--- src/rtl/can_wb_byte_bridge.sv ---
// -----------------------------------------------------------------------------
// can_wb_byte_bridge
//   Sequences 32-bit host Wishbone accesses onto the 8-bit Wishbone port of a
//   CAN controller core. A host request that hits the address window is split
//   into one CAN byte access per selected lane, issued in ascending lane order
//   with one idle cycle between accesses. Read bytes are gathered into a 32-bit
//   word that is returned with a single host ack. Every byte access is bounded
//   by a cycle budget so a hung core cannot stall the management bus.
//
// Ports
//   wb_clk_i, wb_rst_ni          clock, asynchronous active-low reset
//   wbs_cyc_i/stb_i/we_i         host request qualifiers
//   wbs_sel_i[3:0]               host byte-lane select
//   wbs_adr_i[31:0]              host byte address
//   wbs_dat_i[31:0]              host write data
//   wbs_ack_o, wbs_dat_o[31:0]   host ack pulse and read data (0 when no ack)
//   can_cyc_o/stb_o/we_o         CAN core request qualifiers
//   can_adr_o[7:0]               CAN register address {adr[7:2], lane}
//   can_dat_o[7:0]               CAN write byte
//   can_dat_i[7:0], can_ack_i    CAN read byte and ack
//   busy_o                       sequencer not idle
//   timeout_o                    pulse when a byte access is aborted
// -----------------------------------------------------------------------------
module can_wb_byte_bridge #(
  parameter logic [31:0] BASE_ADDR = 32'h3000_0000,
  parameter logic [31:0] ADDR_MASK = 32'hFFFF_FF00,
  parameter int unsigned TIMEOUT   = 255
) (
  input  logic        wb_clk_i,
  input  logic        wb_rst_ni,
  input  logic        wbs_cyc_i,
  input  logic        wbs_stb_i,
  input  logic        wbs_we_i,
  input  logic [3:0]  wbs_sel_i,
  input  logic [31:0] wbs_adr_i,
  input  logic [31:0] wbs_dat_i,
  output logic        wbs_ack_o,
  output logic [31:0] wbs_dat_o,
  output logic        can_cyc_o,
  output logic        can_stb_o,
  output logic        can_we_o,
  output logic [7:0]  can_adr_o,
  output logic [7:0]  can_dat_o,
  input  logic [7:0]  can_dat_i,
  input  logic        can_ack_i,
  output logic        busy_o,
  output logic        timeout_o
);

  localparam int CW = $clog2(TIMEOUT + 1);
  localparam logic [CW-1:0] TMO_VAL = CW'(TIMEOUT);

  typedef enum logic [1:0] {
    S_IDLE  = 2'd0,
    S_ISSUE = 2'd1,
    S_GAP   = 2'd2,
    S_DONE  = 2'd3
  } state_t;

  state_t         state_q, state_d;
  logic           we_q, we_d;
  logic [5:0]     adr_q, adr_d;
  logic [31:0]    dat_q, dat_d;
  logic [3:0]     pend_q, pend_d;
  logic [1:0]     lane_q, lane_d;
  logic [CW-1:0]  cnt_q, cnt_d;
  logic [31:0]    rdbuf_q, rdbuf_d;
  logic           drop_q, drop_d;

  logic           in_issue;
  logic           in_done;
  logic           hit;
  logic           tmo;
  logic           drop_now;
  logic [3:0]     pend_left;

  // Lowest set bit of a lane mask; callers only use it on non-zero masks.
  function automatic logic [1:0] low_lane(input logic [3:0] m);
    low_lane = 2'd0;
    for (int i = 3; i >= 0; i--) begin
      if (m[i]) low_lane = 2'(i);
    end
  endfunction

  assign in_issue = (state_q == S_ISSUE);
  assign in_done  = (state_q == S_DONE);

  assign hit = wbs_cyc_i & wbs_stb_i & ~wbs_ack_o &
               ((wbs_adr_i & ADDR_MASK) == BASE_ADDR);

  // cnt_q holds the number of ISSUE cycles spent on the current byte,
  // counting the present one, so the strobe is high exactly TIMEOUT cycles.
  assign tmo       = in_issue & ~can_ack_i & (cnt_q == TMO_VAL);
  assign pend_left = pend_q & ~(4'b0001 << lane_q);
  // Once the host abandons the cycle we remember it, so a brief reassertion
  // of cyc cannot resurrect the discarded lanes.
  assign drop_now  = drop_q | ~wbs_cyc_i;

  always_comb begin
    state_d = state_q;
    we_d    = we_q;
    adr_d   = adr_q;
    dat_d   = dat_q;
    pend_d  = pend_q;
    lane_d  = lane_q;
    cnt_d   = cnt_q;
    rdbuf_d = rdbuf_q;
    drop_d  = drop_q;

    unique case (state_q)
      S_IDLE: begin
        if (hit) begin
          we_d    = wbs_we_i;
          adr_d   = wbs_adr_i[7:2];
          dat_d   = wbs_dat_i;
          pend_d  = wbs_sel_i;
          lane_d  = low_lane(wbs_sel_i);
          cnt_d   = CW'(1);
          rdbuf_d = 32'h0;
          drop_d  = 1'b0;
          state_d = (wbs_sel_i == 4'b0000) ? S_DONE : S_ISSUE;
        end
      end

      S_ISSUE: begin
        drop_d = drop_now;
        if (can_ack_i || tmo) begin
          pend_d = pend_left;
          if (!we_q) begin
            rdbuf_d[{lane_q, 3'b000} +: 8] = can_ack_i ? can_dat_i : 8'hFF;
          end
          if (drop_now) begin
            pend_d  = 4'b0000;
            state_d = S_IDLE;
          end else if (pend_left != 4'b0000) begin
            state_d = S_GAP;
          end else begin
            state_d = S_DONE;
          end
        end else begin
          cnt_d = cnt_q + CW'(1);
        end
      end

      S_GAP: begin
        if (drop_now) begin
          pend_d  = 4'b0000;
          state_d = S_IDLE;
        end else begin
          lane_d  = low_lane(pend_q);
          cnt_d   = CW'(1);
          state_d = S_ISSUE;
        end
      end

      S_DONE: begin
        state_d = S_IDLE;
      end

      default: state_d = S_IDLE;
    endcase
  end

  always_ff @(posedge wb_clk_i or negedge wb_rst_ni) begin
    if (!wb_rst_ni) begin
      state_q <= S_IDLE;
      we_q    <= 1'b0;
      adr_q   <= 6'h0;
      dat_q   <= 32'h0;
      pend_q  <= 4'h0;
      lane_q  <= 2'd0;
      cnt_q   <= '0;
      rdbuf_q <= 32'h0;
      drop_q  <= 1'b0;
    end else begin
      state_q <= state_d;
      we_q    <= we_d;
      adr_q   <= adr_d;
      dat_q   <= dat_d;
      pend_q  <= pend_d;
      lane_q  <= lane_d;
      cnt_q   <= cnt_d;
      rdbuf_q <= rdbuf_d;
      drop_q  <= drop_d;
    end
  end

  // Outputs decode straight from the state register so the asynchronous
  // reset forces them low without waiting for a clock edge.
  assign can_cyc_o = in_issue;
  assign can_stb_o = in_issue;
  assign can_we_o  = in_issue & we_q;
  assign can_adr_o = in_issue ? {adr_q, lane_q} : 8'h00;
  assign can_dat_o = in_issue ? dat_q[{lane_q, 3'b000} +: 8] : 8'h00;
  assign wbs_ack_o = in_done;
  assign wbs_dat_o = in_done ? rdbuf_q : 32'h0;
  assign busy_o    = (state_q != S_IDLE);
  assign timeout_o = tmo;

endmodule

--- config.mk ---
export PLATFORM = sky130hd
export DESIGN_NAME = can_wb_byte_bridge
export DESIGN_NICKNAME = d
export VERILOG_FILES = /design/src/rtl/can_wb_byte_bridge.sv
export SDC_FILE = /design/constraint.sdc
export NUM_CORES = 1
export LEC_CHECK = 0
export ABC_AREA = 1
export BUFFER_PORTS_ARGS = -buffer_cell sky130_fd_sc_hd__buf_2
export CAP_MARGIN = 15
export CORE_ASPECT_RATIO = 0.75
export CORE_MARGIN = 3
export CORE_UTILIZATION = 40
export DETAILED_ROUTE_END_ITERATION = 7
export PLACE_DENSITY = 0.69
export REMOVE_ABC_BUFFERS = 1
export SLEW_MARGIN = 25
export SYNTH_ARGS = -nofsm -noshare
export SYNTH_HDL_FRONTEND = slang
export SYNTH_SLANG_ARGS = --single-unit
--- constraint.sdc ---
create_clock -name wb_clk_i -period 6.6 [get_ports wb_clk_i]
set_input_delay 0.99 -clock wb_clk_i [delete_from_list [all_inputs] [get_ports wb_clk_i]]
set_output_delay 0.99 -clock wb_clk_i [all_outputs]
set_load 0.005 [all_outputs]
==> reports/metrics.cfg, run 1 <==
[worst_setup_path]
crit_fanout = 28
path_cells = inv_1 > o21ai_0 > a21oi_1 > buf_2
reg2reg_slack_ps = 3550
critPathTopFamily = flip-flops
crit_buf_inv = 2
worst_r2r_path_depth = 6
criticalPathCategory = register to primary output
required_ps = 5610
r2r-start = lane_q[0]
r2r-end = rdbuf_q[6]
end_kind = primary output
critPathLaunchType = register
critPathMaxStageDelay_ps = 960
startpoint = lane_q[0]
cp-endpoint = can_dat_o[7]
crit_arrival_ps = 2510
cpMaxStageDelayCell = dfrtp_1
crit_cells = 4

[place]
gp_congestion = 0.831
placement.cell_area_um2 = 5830
hpwlAfterDp_um = 9070
numPortBuffers = 133
pre_cts_ws_ps = 3280
placed_cells = 993

[finish]
fin_area_um2 = 6150
synthToLayoutAreaGrowth_pct = 20.0
layout.nets = 929
fin_cells = 1009
layout_common_cells = nand2_1, buf_2, nor2_1, dfrtp_1, inv_1
diodes = 0
drive_gt1_frac = 0.208
final_common_cell = nand2_1
final_util = 0.496

[sta]
fin_ws_ps = 3100
period_needed_ps = 3500
worst_slew_pin_slew_ps = 951
rsz0062_at_grt = no
finalSetupViolCount = 0
finalCritPeriodShare = 0.530
fmax_ghz = 0.286
fin_worst_skew_ps = 3.99
finalHoldViolations = 0
maxSlewHeadroom = 0.366
final_max_slew_viol_count = 0
holdWs_ps = 465
tns_ps = 0

[pwr]
internal-power_mw = 1.17
p_leak_nw = 3.70
seqPwrFrac = 0.316
clkPwrFrac = 0.253
power.total_mw = 2.13
combPwrFrac = 0.430
p_sw_frac = 0.449
p_sw_uw = 957
ir_drop_uv = 188
powerDensity_nw_per_um2 = 346

[synthesis]
yosys_warnings = 0
synth-compound-area-share = 0.0491
synth_top_family_by_area = simple AND/OR/NAND/NOR gates
syn_area_um2 = 5120
synthMuxAreaShare = 0
synth_fa_ha_area_frac = 0.0220
netlist_instances = 726
postSynthAreaPerCell_um2 = 7.06
ys_seq_area_frac = 0.430
ys_ff_latch = 88
synth-simple-area-share = 0.399
synth-xor-area-share = 0.00513
synth.distinct_cells = 32

[detailed_routing]
wl_per_cell_um = 13.1
firstDrtPassIters = 5
ant_nets = 0
vias = 4954
wl_met1_um = 6370
top_layer = met4
drt_wl_total_um = 13200
dr_wl_met3_um = 811
drcViolationCount = 0
wl_met2_um = 5890
avgViaCountPerCell = 4.91
drt-initial-drc-count = 340

[die]
num_rows = 35
die_w_um = 137
die-area_um2 = 14200
io_pins = 136
die_h_um = 104
core_um2 = 12400
start_util = 0.413

[clocking]
cts-root-buf = clkbuf_16
post_cts_buffers = 0
insertion_delay_ps = 340
postCtsHoldBufs = 0
numCtsBuffers = 9
cts_tree = done
htree_num_levels = 3
ctsResizeCount = 0
clk_pin_slew_worst_paths_ps = 70
cts_sinks = 88
cts_buffer_depth = 2

[flow_run]
maxCapViolCount = 0

[global_routing]
antenna_found_initial = 0
grt_start_max_net_pins = 47
grt_overflow = 0
track_usage = 0.193
grt_pass1_vias = 4608
grt_pass1_wl_um = 22300

[hold_path]
hold_class = register to register

[outcome]
outcome = completed

-- flip-flops by register name (all words and copies together) (netlist names) --
register / flops
we_q: 1
pend_q: 4
drop_q: 1
lane_q: 2
state_q: 2
rdbuf_q: 32
dat_q: 32
cnt_q: 8
adr_q: 6
-- synth_stat cells --
library cell | count | share of area
a21oi_2 | 2 | 0.0034
nor3_1 | 8 | 0.0078
nand3_1 | 49 | 0.048
buf_4 | 4 | 0.0059
o31ai_1 | 1 | 0.0015
buf_1 | 1 | 0.00073
inv_1 | 72 | 0.053
dfrtp_1 | 88 | 0.43
or2_2 | 3 | 0.0037
nor2_1 | 99 | 0.073
nand4_1 | 44 | 0.054
nor3_2 | 1 | 0.0020
a21oi_1 | 15 | 0.015
nor4_1 | 1 | 0.0012
xnor2_1 | 1 | 0.0017
inv_2 | 3 | 0.0022
nor3b_1 | 3 | 0.0044
ha_1 | 9 | 0.022
nor2_8 | 1 | 0.0039
xor2_1 | 2 | 0.0034
nor2_2 | 3 | 0.0037
buf_6 | 5 | 0.011
nand3_2 | 3 | 0.0059
o21ai_2 | 2 | 0.0034
nand4_4 | 1 | 0.0042
o21ai_0 | 20 | 0.020
nand2_1 | 251 | 0.18
buf_2 | 11 | 0.011
nor2_4 | 2 | 0.0044
clkbuf_1 | 16 | 0.012
o22ai_1 | 4 | 0.0049
o32ai_1 | 1 | 0.0017
-- metal layers --
metal  vias up  track usage
met5         -            0
met4         0       0.0432
met3        16       0.0430
met2       142        0.294
met1      2270        0.279
li1       2526            -
-- worst reg2reg max path: cells and delay by family (launching register included) --
| family | cells | cell delay, ps |
|---|---|---|
| adder cells (fa/ha/maj) | 1 | 620 |
| buffers and inverters | 1 | 600 |
| flip-flops | 1 | 960 |
| AND/OR/NAND/NOR | 4 | 820 |
-- how the worst min path moves through the flow --
stage | start | endpoint | cells past startpoint
after detailed placement | dat_q[10] | dat_q[10] | 2
after global routing | dat_q[10] | dat_q[10] | 2
after CTS | dat_q[10] | dat_q[10] | 2
after floorplan | dat_q[10] | dat_q[10] | 2
after global placement | dat_q[10] | dat_q[10] | 2
final | dat_q[10] | dat_q[10] | 2
-- cells by family (layout without fill, tap and decap cells) --
logic type | after synthesis | in the layout
DFF | 88 | 88
buffers and inverters | 112 | 229
xor gates and xnor gates | 3 | 3
and+or+nand+nor | 469 | 469
AOI/OAI and AO/OA | 45 | 45
adders and majority gates | 9 | 9
-- cell type report --
class	count	area (um2)
Multi-Input combinational cell	526	2430
Timing Repair Buffer	138	706
Clock buffer	11	253
Fill cell	1266	6250
Tap cell	166	208
Inverter	75	282
Sequential cell	88	2200
Clock inverter	5	62.6
-- power groups by stage --
stage,Sequential (mW),Combinational [mW],Clock (mW)
final,0.674,0.917,0.539
after CTS,0.676,0.914,0.551
after global placement,0.686,0.897,0
after detailed placement,0.686,0.910,0
after floorplan,0.658,0.636,0
after global routing,0.686,1.04,0.572
No activity file was read; power rests on OpenSTA's default activity.
==> run 2, diff against run 1 <==
--- a/config.mk
+++ b/config.mk
@@ -12,7 +12,7 @@
 export CORE_MARGIN = 3
 export CORE_UTILIZATION = 40
 export DETAILED_ROUTE_END_ITERATION = 7
-export PLACE_DENSITY = 0.69
+export PLACE_DENSITY = 0.72
 export REMOVE_ABC_BUFFERS = 1
 export SLEW_MARGIN = 25
 export SYNTH_ARGS = -nofsm -noshare
==> constraint.sdc (replaced) <==
create_clock -name wb_clk_i -period 3.12 [get_ports wb_clk_i]
set_input_delay 0.468 -clock wb_clk_i [delete_from_list [all_inputs] [get_ports wb_clk_i]]
set_output_delay 0.468 -clock wb_clk_i [all_outputs]
set_load 0.005 [all_outputs]
==> run 2 against run 1 <==
  * Wire length fell by 3.2%
  * Sequential power rose by 100%
  * Final cell count rose by 0.50%
  * Highest routed layer unchanged
==> reports/metrics.cfg, run 2 (synthesis results as in run 1) <==
[global_routing]
grt_overflow = 0  ; unchanged
track_usage = 0.186  ; was 0.193
grt_pass1_vias = 4584  ; was 4608
antenna_found_initial = 0  ; unchanged
grt_start_max_net_pins = 47  ; unchanged
grt_pass1_wl_um = 21800  ; was 22300 um

[detailed_routing]
ant_nets = 0  ; unchanged
avgViaCountPerCell = 4.88  ; was 4.91
wl_per_cell_um = 12.6  ; was 13.1 um
vias = 4946  ; was 4954
drt_wl_total_um = 12800  ; was 13200 um
firstDrtPassIters = 5  ; unchanged
drt-initial-drc-count = 350  ; was 340
drcViolationCount = 0  ; unchanged

[worst_setup_path]
critPathLaunchType = register  ; unchanged
crit_arrival_ps = 2690  ; was 2510 ps
required_ps = 3340  ; was 5610 ps
reg2reg_slack_ps = 640  ; was 3550 ps
criticalPathCategory = register to register  ; was register to primary output
end_kind = register  ; was primary output
crit_fanout = 22  ; was 28

[die]
core_um2 = 12400  ; unchanged
die-area_um2 = 14200  ; unchanged
num_rows = 35  ; unchanged
die_h_um = 104  ; unchanged
io_pins = 136  ; unchanged
start_util = 0.413  ; unchanged
die_w_um = 137  ; unchanged

[finish]
layout.nets = 934  ; was 929
fill_cells = 1244  ; was 1266
drive_gt1_frac = 0.211  ; was 0.208
synthToLayoutAreaGrowth_pct = 20.6  ; was 20.0%
regArea_um2 = 2200  ; unchanged
final_common_cell = nand2_1  ; unchanged
fin_cells = 1014  ; was 1009
multi_input_area_um2 = 2430  ; unchanged
final_util = 0.498  ; was 0.496
layout_common_cells = nand2_1, buf_2, nor2_1, dfrtp_1, inv_1  ; unchanged
top_regs = dat_q x32, rdbuf_q x32, cnt_q x8  ; unchanged
diodes = 0  ; unchanged

[place]
hpwlAfterDp_um = 9250  ; was 9070 um
gp_congestion = 0.874  ; was 0.831
placed_cells = 998  ; was 993
numPortBuffers = 133  ; unchanged

[pwr]
powerDensity_nw_per_um2 = 728  ; was 346 nW/um2
power.total_mw = 4.50  ; was 2.13 mW
p_leak_nw = 3.73  ; was 3.70 nW
ir_drop_uv = 433  ; was 188 uV

[clocking]
ctsResizeCount = 0  ; unchanged
cts_sinks = 88  ; unchanged
numCtsBuffers = 9  ; unchanged
postCtsHoldBufs = 0  ; unchanged
insertion_delay_ps = 330  ; was 340 ps
clk_pin_slew_worst_paths_ps = 60  ; was 70 ps
cts_tree = done  ; unchanged
post_cts_buffers = 0  ; unchanged
cts-root-buf = clkbuf_16  ; unchanged
cts_buffer_depth = 2  ; unchanged
htree_num_levels = 3  ; unchanged

[sta]
maxSlewHeadroom = 0.546  ; was 0.366
fin_worst_skew_ps = 4.17  ; was 3.99 ps
period_needed_ps = 2480
tns_ps = 0  ; unchanged
final_max_slew_viol_count = 0  ; unchanged
rsz0062_at_grt = no  ; unchanged
fmax_ghz = 0.404
finalHoldViolations = 0  ; unchanged
worst_slew_pin_slew_ps = 682  ; was 951 ps
finalSetupViolCount = 0  ; unchanged
finalCritPeriodShare = 0.793

[hold_path]
hold_class = input port to async pin  ; was register to register

[outcome]
outcome = completed  ; unchanged

[flow_run]
maxCapViolCount = 0  ; unchanged

## run 2: changes by cell type in the layout (fill, tap and decap cells not counted)
cell,change
clkinv_2,+1
inv_6,-1
clkbuf_1,+1
clkinvlp_4,-1
buf_4,+5
## run 2: through the flow
step	hold WS, ps	area (um2)	setup WS [ps]
after global placement	448	5870	723
after global routing	169	6180	396
after floorplan	172	4920	340
after detailed placement	453	5870	675
final	131	6180	645
after CTS	152	6180	650
## run 2: power breakdown
group | leakage [nW] | total, mW | switching (mW) | internal (mW)
combinational | 2.37 | 2.03 | 1.45 | 0.578
sequential | 1.21 | 1.37 | 0.102 | 1.26
clock | 0.149 | 1.10 | 0.437 | 0.666
## run 2: critical path, stage by stage (launching register included)
cell and delay [ps]:
dfrtp_1 410, inv_1 90, ha_1 310, buf_4 300, nor2_1 120, nor2_4 450
nand4_1 420, nand2_1 180, nand2_1 70
## run 2: layout make-up
cell class                      count  area share
Sequential cell                    88       0.356
Clock inverter                      4     0.00830
Inverter                           75      0.0456
Tap cell                          166      0.0336
Clock buffer                       12      0.0415
Multi-Input combinational cell    526       0.394
Timing Repair Buffer              143       0.120
## run 2: metal layers
| layer | GRT usage | part of all wire |
|---|---|---|
| met5 | 0 | 0 |
| met4 | 0.0432 | 0.013 |
| met3 | 0.0397 | 0.066 |
| met2 | 0.280 | 0.44 |
| met1 | 0.273 | 0.49 |
## run 2: path summary, 6_finish.rpt
kind,startpoint,end,cells past startpoint
min,wb_rst_ni,cnt_q[4],1
max reg2reg,state_q[1],rdbuf_q[13],8
max in group asynchronous,wb_rst_ni,rdbuf_q[8],2
min in group wb_clk_i,wbs_dat_i[8],dat_q[8],3
max,state_q[1],rdbuf_q[13],8
min reg2reg,dat_q[30],dat_q[30],2
